$ cat src/rtl/vdp_sprite_pkg.sv
// Shared sprite constants and hit-list entry layout, used by the hit scanner
// and the sprite renderer.
package vdp_sprite_pkg;

  localparam int SPRITE_COUNT  = 256;
  localparam int SPRITE_ID_W   = 8;
  localparam int LINE_OFFSET_W = 4;
  localparam int ENTRY_W       = 14;

  // Entry layout: {sprite_id[7:0], line_offset[3:0], width_select, ended}
  localparam int ENDED_BIT  = 0;
  localparam int WIDTH_BIT  = 1;
  localparam int OFFSET_LSB = 2;
  localparam int ID_LSB     = 6;

  localparam int HEIGHT_SMALL = 8;
  localparam int HEIGHT_LARGE = 16;
  localparam int WIDTH_SMALL  = 8;
  localparam int WIDTH_LARGE  = 16;

  typedef enum logic [1:0] {
    ST_IDLE      = 2'd0,
    ST_SCAN      = 2'd1,
    ST_DRAIN     = 2'd2,
    ST_TERMINATE = 2'd3
  } scan_state_e;

  function automatic logic [ENTRY_W-1:0] pack_entry(
    input logic [SPRITE_ID_W-1:0]   sprite_id,
    input logic [LINE_OFFSET_W-1:0] line_offset,
    input logic                     width_select,
    input logic                     ended
  );
    logic [ENTRY_W-1:0] entry;
    entry = '0;
    entry[ID_LSB +: SPRITE_ID_W]       = sprite_id;
    entry[OFFSET_LSB +: LINE_OFFSET_W] = line_offset;
    entry[WIDTH_BIT]                   = width_select;
    entry[ENDED_BIT]                   = ended;
    return entry;
  endfunction

endpackage

$ cat src/rtl/vdp_sprite_hit_test.sv
// Combinational vertical hit test and line offset (with optional y flip) for
// one sprite against the current line.
module vdp_sprite_hit_test
  import vdp_sprite_pkg::*;
(
  input  logic [8:0] line_y_i,
  input  logic [8:0] sprite_y_i,
  input  logic       height_select_i,
  input  logic       flip_y_i,
  output logic       hit_o,
  output logic [3:0] line_offset_o
);

  logic [8:0] diff;
  logic [8:0] height;

  always_comb begin
    // Modulo-512 difference lets sprites straddle the 511 -> 0 boundary.
    diff          = line_y_i - sprite_y_i;
    height        = height_select_i ? 9'(HEIGHT_LARGE) : 9'(HEIGHT_SMALL);
    hit_o         = (diff < height);
    line_offset_o = diff[3:0];
    if (flip_y_i) begin
      if (height_select_i) begin
        line_offset_o = 4'd15 - diff[3:0];
      end else begin
        line_offset_o = {1'b0, 3'd7 - diff[2:0]};
      end
    end
  end

endmodule

$ cat src/rtl/vdp_sprite_hit_scan.sv
// Per-line sprite scanner: walks the y_block table and writes the hit list plus
// end marker. Optional pixel budget limit: VDP_SPRITE_PIXEL_BUDGET_EN.
module vdp_sprite_hit_scan
  import vdp_sprite_pkg::*;
#(
  parameter int MAX_HITS     = 256,
  parameter int PIXEL_BUDGET = 512
) (
  input  logic        clk,
  input  logic        reset_n,
  input  logic        start,
  input  logic [8:0]  line_y,
  output logic        busy,
  output logic        done,
  output logic        overflow,
  output logic [8:0]  hit_count,
  output logic [7:0]  y_block_address,
  input  logic [8:0]  sprite_y,
  input  logic        height_select,
  input  logic        width_select,
  input  logic        flip_y,
  output logic [7:0]  hit_list_write_address,
  output logic [13:0] hit_list_write_data,
  output logic        hit_list_write_en
);

  localparam logic [8:0] MAX_HITS_C = 9'(MAX_HITS);

  // Empty marker block: only reachable with parameters outside the legal range.
  if (PIXEL_BUDGET > 1023 || MAX_HITS < 1 || MAX_HITS > SPRITE_COUNT) begin : g_param_out_of_range
  end

  scan_state_e        state_q, state_d;
  logic [7:0]         addr_q, addr_d;
  logic               drain_q, drain_d;
  logic [8:0]         line_y_q, line_y_d;
  logic               s1_valid_q, s1_valid_d;
  logic [7:0]         s1_id_q, s1_id_d;
  logic [8:0]         hit_count_q, hit_count_d;
  logic               overflow_q, overflow_d;
  logic               done_q, done_d;
  logic               wr_en_q, wr_en_d;
  logic [7:0]         wr_addr_q, wr_addr_d;
  logic [ENTRY_W-1:0] wr_data_q, wr_data_d;

  logic       hit;
  logic [3:0] line_offset;
  logic       room_ok;
  logic       budget_ok;
  logic       accept;
  logic       drop;

  vdp_sprite_hit_test u_hit_test (
    .line_y_i        (line_y_q),
    .sprite_y_i      (sprite_y),
    .height_select_i (height_select),
    .flip_y_i        (flip_y),
    .hit_o           (hit),
    .line_offset_o   (line_offset)
  );

  assign room_ok = (hit_count_q < MAX_HITS_C);
  assign accept  = s1_valid_q & hit & room_ok & budget_ok;
  assign drop    = s1_valid_q & hit & ~(room_ok & budget_ok);

`ifdef VDP_SPRITE_PIXEL_BUDGET_EN
  localparam logic [10:0] BUDGET_C = 11'(PIXEL_BUDGET);

  logic [9:0]  pix_acc_q, pix_acc_d;
  logic [10:0] pix_sum;

  always_comb begin
    pix_sum   = {1'b0, pix_acc_q} + (width_select ? 11'(WIDTH_LARGE) : 11'(WIDTH_SMALL));
    budget_ok = (pix_sum <= BUDGET_C);
    pix_acc_d = pix_acc_q;
    if (start) begin
      pix_acc_d = '0;
    end else if (accept) begin
      pix_acc_d = pix_sum[9:0];
    end
  end

  always_ff @(posedge clk or negedge reset_n) begin
    if (!reset_n) begin
      pix_acc_q <= '0;
    end else begin
      pix_acc_q <= pix_acc_d;
    end
  end
`else
  assign budget_ok = 1'b1;
`endif

  always_comb begin
    state_d     = state_q;
    addr_d      = '0;
    drain_d     = 1'b0;
    line_y_d    = line_y_q;
    s1_valid_d  = 1'b0;
    s1_id_d     = addr_q;
    hit_count_d = hit_count_q;
    overflow_d  = overflow_q;
    done_d      = 1'b0;
    wr_en_d     = 1'b0;
    wr_addr_d   = '0;
    wr_data_d   = '0;

    case (state_q)
      ST_SCAN: begin
        s1_valid_d = 1'b1;
        if (addr_q == 8'hFF) begin
          state_d = ST_DRAIN;
        end else begin
          addr_d = addr_q + 8'd1;
        end
      end
      ST_DRAIN: begin
        drain_d = ~drain_q;
        if (drain_q) begin
          state_d = ST_TERMINATE;
          done_d  = 1'b1;
          // A full 256-entry list has no slot left; address bit 8 ends it.
          if (hit_count_q != 9'd256) begin
            wr_en_d   = 1'b1;
            wr_addr_d = hit_count_q[7:0];
            wr_data_d = pack_entry(8'd0, 4'd0, 1'b0, 1'b1);
          end
        end
      end
      ST_TERMINATE: state_d = ST_IDLE;
      default: ;
    endcase

    if (accept) begin
      wr_en_d     = 1'b1;
      wr_addr_d   = hit_count_q[7:0];
      wr_data_d   = pack_entry(s1_id_q, line_offset, width_select, 1'b0);
      hit_count_d = hit_count_q + 9'd1;
    end
    if (drop) begin
      overflow_d = 1'b1;
    end

    // A start always wins, including mid-scan: in-flight work is discarded.
    if (start) begin
      state_d     = ST_SCAN;
      addr_d      = '0;
      drain_d     = 1'b0;
      line_y_d    = line_y;
      s1_valid_d  = 1'b0;
      hit_count_d = '0;
      overflow_d  = 1'b0;
      done_d      = 1'b0;
      wr_en_d     = 1'b0;
      wr_addr_d   = '0;
      wr_data_d   = '0;
    end
  end

  always_ff @(posedge clk or negedge reset_n) begin
    if (!reset_n) begin
      state_q     <= ST_IDLE;
      addr_q      <= '0;
      drain_q     <= 1'b0;
      line_y_q    <= '0;
      s1_valid_q  <= 1'b0;
      s1_id_q     <= '0;
      hit_count_q <= '0;
      overflow_q  <= 1'b0;
      done_q      <= 1'b0;
      wr_en_q     <= 1'b0;
      wr_addr_q   <= '0;
      wr_data_q   <= '0;
    end else begin
      state_q     <= state_d;
      addr_q      <= addr_d;
      drain_q     <= drain_d;
      line_y_q    <= line_y_d;
      s1_valid_q  <= s1_valid_d;
      s1_id_q     <= s1_id_d;
      hit_count_q <= hit_count_d;
      overflow_q  <= overflow_d;
      done_q      <= done_d;
      wr_en_q     <= wr_en_d;
      wr_addr_q   <= wr_addr_d;
      wr_data_q   <= wr_data_d;
    end
  end

  assign busy                   = (state_q != ST_IDLE);
  assign done                   = done_q;
  assign overflow               = overflow_q;
  assign hit_count              = hit_count_q;
  assign y_block_address        = addr_q;
  assign hit_list_write_address = wr_addr_q;
  assign hit_list_write_data    = wr_data_q;
  assign hit_list_write_en      = wr_en_q;

endmodule
$ cat config.mk
export PLATFORM = sky130hd
export DESIGN_NAME = vdp_sprite_hit_scan
export DESIGN_NICKNAME = d
export VERILOG_FILES = /design/src/rtl/vdp_sprite_pkg.sv /design/src/rtl/vdp_sprite_hit_test.sv /design/src/rtl/vdp_sprite_hit_scan.sv
export SDC_FILE = /design/constraint.sdc
export NUM_CORES = 1
export LEC_CHECK = 0
export ABC_AREA = 1
export BUFFER_PORTS_ARGS = -buffer_cell sky130_fd_sc_hd__buf_4
export CORE_ASPECT_RATIO = 2
export CORE_MARGIN = 1.5
export CORE_UTILIZATION = 50
export DETAILED_ROUTE_END_ITERATION = 6
export HOLD_SLACK_MARGIN = 0.15
export PLACE_DENSITY = 0.82
export SKIP_CTS_REPAIR_TIMING = 1
export SKIP_LAST_GASP = 1
export SYNTH_ARGS = -nofsm -noshare
export SYNTH_HDL_FRONTEND = slang
export SYNTH_SLANG_ARGS = --single-unit
$ cat constraint.sdc
create_clock -name clk -period 7.04 [get_ports clk]
set_clock_uncertainty 0.2 [all_clocks]
set_input_delay 0.704 -clock clk [delete_from_list [all_inputs] [get_ports clk]]
set_output_delay 0.704 -clock clk [all_outputs]
set_load 0.02 [all_outputs]
Word-level counts from Yosys, hierarchy flattened. Cells that the tools add are included.

Muxes and demuxes: 36. $add $sub $neg: 5. Order comparisons: 2. Bitwise operators: 5. Reduce and logical (&&, ||, !) cells: 5. Eq/ne operators: 7.

Operator list (number): $mux 8 (8); $mux 14 (2); $mux 9 (2); $mux 1 (17); $add 9x1->9 const B (1); $lt 9x9->1 (1); $lt 9x9->1 const B (1); $ne 9x9->1 const B (1); $sub 9x9->9 (1); $add 8x1->8 const B (1); $eq 8x8->1 const B (1); $mux 4 (2); $mux 2 (3); $ne 3x3->1 const B (2); $pmux 2 s3 (1); $reduce_bool 2->1 (3); $mux 5 (1); $eq 2x2->1 const B (2); $reduce_bool 4->1 (1); $sub 4x4->4 const A (1); $and 1x1->1 (3); $reduce_and 3->1 (1); $sub 3x3->3 const A (1); $eq 2x1->1 const B (1); $not 1->1 (2).

Register bits after elaboration: 63. Word-level logic and storage cells: 72. Bits of input ports: 24. Output and inout bits: 43.

Logic depth before layout (Yosys ltp).
Depth in word-level cells: 6. Mapped depth: 18. Gate-level depth less buffers: 18.

Modules after synthesis. Synthesis repeated with hierarchy kept, for this count alone.

Cells, all modules: 367. Area, all modules: 3098.0 um^2.

Modules (own cells, without submodules): vdp_sprite_hit_scan (instances 1, area each 2571.2 um^2, cells an instance 275, sequential area each 1576.5 um^2); vdp_sprite_hit_test (instances 1, area each 526.8 um^2, cells an instance 92, sequential area each 0.0 um^2).

Worst setup path before layout. No wires, ideal clock.

Path kind: input to register. Start: input port sprite_y[0]. End: register wr_addr_q[1] (netlist: hit_list_write_address[1]). Required time: 6762 ps. Path buffers: 1. Cell stages on the path: 16. Arrival time: 2588 ps. Library setup time: 78 ps. Setup slack: 4173 ps. Cell sequence: ha_1 > fa_1 > inv_1 > nand2_1 > nand2_2 > nand2_1 > xnor2_1 > ha_1 > nor2_1 > nand2_1 > inv_2 > nand2_2 > nor2_8 > nand4_4 > buf_6 > a21oi_1.

Word-level cells in the longest chain between the ends: 6.

RTL lines: start, declared (line vdp_sprite_hit_scan.sv:18) `input logic [8:0] sprite_y,`; $sub 9x9->9 (line vdp_sprite_hit_test.sv:19) `diff = line_y_i - sprite_y_i;`; $lt 9x9->1 (line vdp_sprite_hit_test.sv:21) `hit_o = (diff < height);`; $and 1x1->1 (2 in series) (line vdp_sprite_hit_scan.sv:63) `assign accept = s1_valid_q & hit & room_ok & budget_ok;`; $mux 8 (line vdp_sprite_hit_scan.sv:134) `if (accept) begin`; $mux 8 (line vdp_sprite_hit_scan.sv:145) `if (start) begin`; via wr_addr_d[1] (line vdp_sprite_hit_scan.sv:43) `logic [7:0] wr_addr_q, wr_addr_d;`; end signal, assigned (line vdp_sprite_hit_scan.sv:185) `wr_addr_q <= wr_addr_d;`; end, declared (line vdp_sprite_hit_scan.sv:43).

The timed path passes the listed nets, and every way through them passes these cells. A chain may end at the register's enable or synchronous reset.

Worst setup path in the final report.
Start: input port sprite_y[0]. End: register wr_addr_q[7] (netlist: hit_list_write_address[7]).

Same word-level chain as after synthesis.

==> flow_metrics.py <==
metrics = {
    "setup_path": {
        "end_kind": "flip-flop",
        "crit_path_start_kind": "input port",
        "critPathKind": "in -> reg",
        "crit_arrival_ps": 3030,
        "crit_required_ps": 7080,
        "regToRegSetupSlack_ps": 4160,
        "crit_fanout": 22,
    },
    "grt": {
        "track_usage_pct": 22.6,
        "first_global_vias": 2603,
        "antenna_found_initial": 0,
        "grt_max_degree": 64,
        "grt_overflow": 0,
        "grt_pass1_wl_um": 11500,
    },
    "floorplanning": {
        "die_h_um": 115,
        "fp.dieW_um": 59.2,
        "core_sq_mm": 0.00606,
        "start_util_pct": 52.2,
        "io-pin-count": 67,
        "rows": 40,
        "die_area_sq_mm": 0.00684,
    },
    "yosys": {
        "synth_common_cells": "nand2_1 (84), dfrtp_1 (63), inv_1 (59), nor2_1 (40), ha_1 (16)",
        "ys_types": 35,
        "async_flop_share_pct": 100,
        "synth_edf_count": 0,
        "synth_top_area_share_pct": 49.9,
        "synth_most_common_cell": "nand2_1",
        "ys_seq_area_share_pct": 49.9,
        "syn_avg_cell_area_sq_um": 8.78,
        "synthFlopType": "dfrtp_1",
        "synthTopCellsByArea": "dfrtp_1 (50%), nand2_1 (10%), inv_1 (7.0%), ha_1 (6.3%), nor2_1 (4.8%)",
        "yosys.area.top_type": "dfrtp_1",
        "synthesis.area_sq_mm": 0.00316,
        "syn_nets": 401,
        "synth_cells": 360,
        "synth_warnings": 0,
        "synth_seq_cells": 63,
    },
    "clock_network": {
        "cts_max_path_buffers": 2,
        "cts_tree": "done",
        "cts-buffers-inserted": 9,
        "htree_levels": 3,
        "cts.clk_slew.worst_paths_ps": 50,
        "clock_sinks": 63,
        "clkLatencyLatePin_ps": 320,
        "cts_root_buf": "clkbuf_16",
    },
    "status": {
        "outcome": "finished, final reports clean",
    },
    "min_path": {
        "min-delay-path-class": "reg -> reg",
    },
    "sta": {
        "fmax_ghz": 0.334,
        "rsz0062_at_grt": "false",
        "setup_viol": 0,
        "tns_ps": 0,
        "max_slew_margin_pct": 43.8,
        "tightest_slew_ps": 842,
        "final_max_slew_viol_count": 0,
        "worst_slack_ps": 4050,
        "fin_crit_sh_pct": 42.5,
        "final-hold-violation-count": 0,
        "finalCriticalPeriod_ps": 2990,
    },
    "power_and_ir_drop": {
        "p_per_area_mw_per_mm2": 265,
        "power.total_mw": 1.07,
        "p_leak_nw": 2.17,
        "worst_ir_drop_vdd_v": 0.000243,
    },
    "routing": {
        "vias_per_cell": 4.91,
        "wirelength_um": 7130,
        "antenna_left": 0,
        "route.detailed.drc": 0,
        "vias": 2536,
        "drt-pass1-iter-count": 4,
        "wl_per_cell_um": 13.8,
        "first_iter_violations": 76,
    },
    "final_layout": {
        "n_antenna_cell": 0,
        "final_cell_area_sq_mm": 0.00403,
        "fin_nets": 470,
        "synthToLayoutAreaGrowth_pct": 27.4,
        "fill_cells": 468,
        "final_layout_size_suffix_gt1_share_pct": 23.3,
    },
    "flow_run": {
        "maxCapViolCount": 0,
    },
    "placed_design": {
        "dpl-instance-area_sq_mm": 0.00371,
        "routabilityCongestion": 0.951,
        "dp_hpwl_um": 5070,
        "place.port_buffers": 66,
        "pre_cts_ws_ps": 3740,
    },
}
==> flip-flops by register name, summed over array words and instances, names as in the netlist <==
name                    flops
hit_list_write_en           1
hit_list_write_address      8
s1_id_q                     8
y_block_address             8
line_y_q                    9
state_q                     2
overflow                    1
s1_valid_q                  1
hit_list_write_data        14
done                        1
drain_q                     1
hit_count                   9
==> power breakdown <==
group	leakage (nW)	internal, mW	switching, mW
clock	0.149	0.317	0.150
combinational	1.16	0.0756	0.123
sequential	0.856	0.384	0.0175
total	2.17	0.777	0.290
==> per-stage QoR <==
| stage | hold WS, ps | instances | utilization [%] |
|---|---|---|---|
| final | 234 | 517 | 66.5 |
| after global routing | 255 | 517 | 66.5 |
| after CTS | 229 | 517 | 66.5 |
| after detailed placement | 212 | 502 | 61.3 |
| after global placement | 203 | 502 | 61.3 |
| after floorplan | 208 | 360 | - |
==> layout by cell type (no fill, tap or decap), types with 3 or more instances in the layout <==
cell type / synthesis / layout
nand2_1: 84 / 84
buf_4: 0 / 66
dfrtp_1: 63 / 63
inv_1: 59 / 59
nor2_1: 40 / 40
ha_1: 16 / 16
nand3_1: 15 / 15
a21oi_1: 15 / 15
clkbuf_16: 0 / 9
nand2_2: 8 / 8
xor2_1: 8 / 8
o21ai_0: 6 / 6
xnor2_1: 5 / 5
nor3_1: 4 / 4
nor4_1: 3 / 3
nand4_1: 3 / 3
nand3_2: 3 / 3
==> final cells by class <==
class / instances / area, sq um / share of cell area (%)
Clock buffer: 12 / 246 / 6.12
Inverter: 62 / 234 / 5.81
Sequential cell: 63 / 1580 / 39.1
Tap cell: 84 / 105 / 2.61
Clock inverter: 3 / 67.6 / 1.68
Multi-Input combinational cell: 227 / 1300 / 32.3
Timing Repair Buffer: 66 / 495 / 12.3
==> cell families (layout without fill, tap and decap cells) <==
kind of cell	Yosys count	after routing	synth area share [%]
AO/OA/AOI/OAI	26	26	4.55
XOR/XNOR	13	13	3.60
adder cells (fa/ha/maj)	17	17	6.97
buffers and inverters	70	143	8.91
flip-flops	63	63	49.9
AND/OR/NAND/NOR	171	171	26.1
==> worst max-delay path, stage by stage <==
cell and delay (ps):
buf_4 110, ha_1 220, fa_1 400, inv_1 70, nand2_1 50, nand2_2 100
nand2_1 70, xnor2_1 130, ha_1 180, nor2_1 100, nand2_1 70, inv_2 50
nand2_2 70, nor2_8 130, nand4_4 280, a21oi_1 290
==> metal layers <==
layer,vias up,wire length (um),global-route usage (%)
met5,-,0,0
met4,0,149,11.2
met3,12,237,3.46
met2,66,4100,41.0
met1,1214,2650,24.2
li1,1244,-,-
==> final timing paths <==
check                      depth (start not counted)                         to          startpoint
min                                                0                 s1_id_q[3]  y_block_address[3]
max reg2reg                                       16  hit_list_write_address[7]         line_y_q[0]
min in group asynchronous                          1                 s1_id_q[0]             reset_n
max in group asynchronous                          1  hit_list_write_address[4]             reset_n
max                                               16  hit_list_write_address[7]         sprite_y[0]
min reg2reg                                        0                 s1_id_q[3]  y_block_address[3]
No activity file was read; power rests on OpenSTA's default activity.
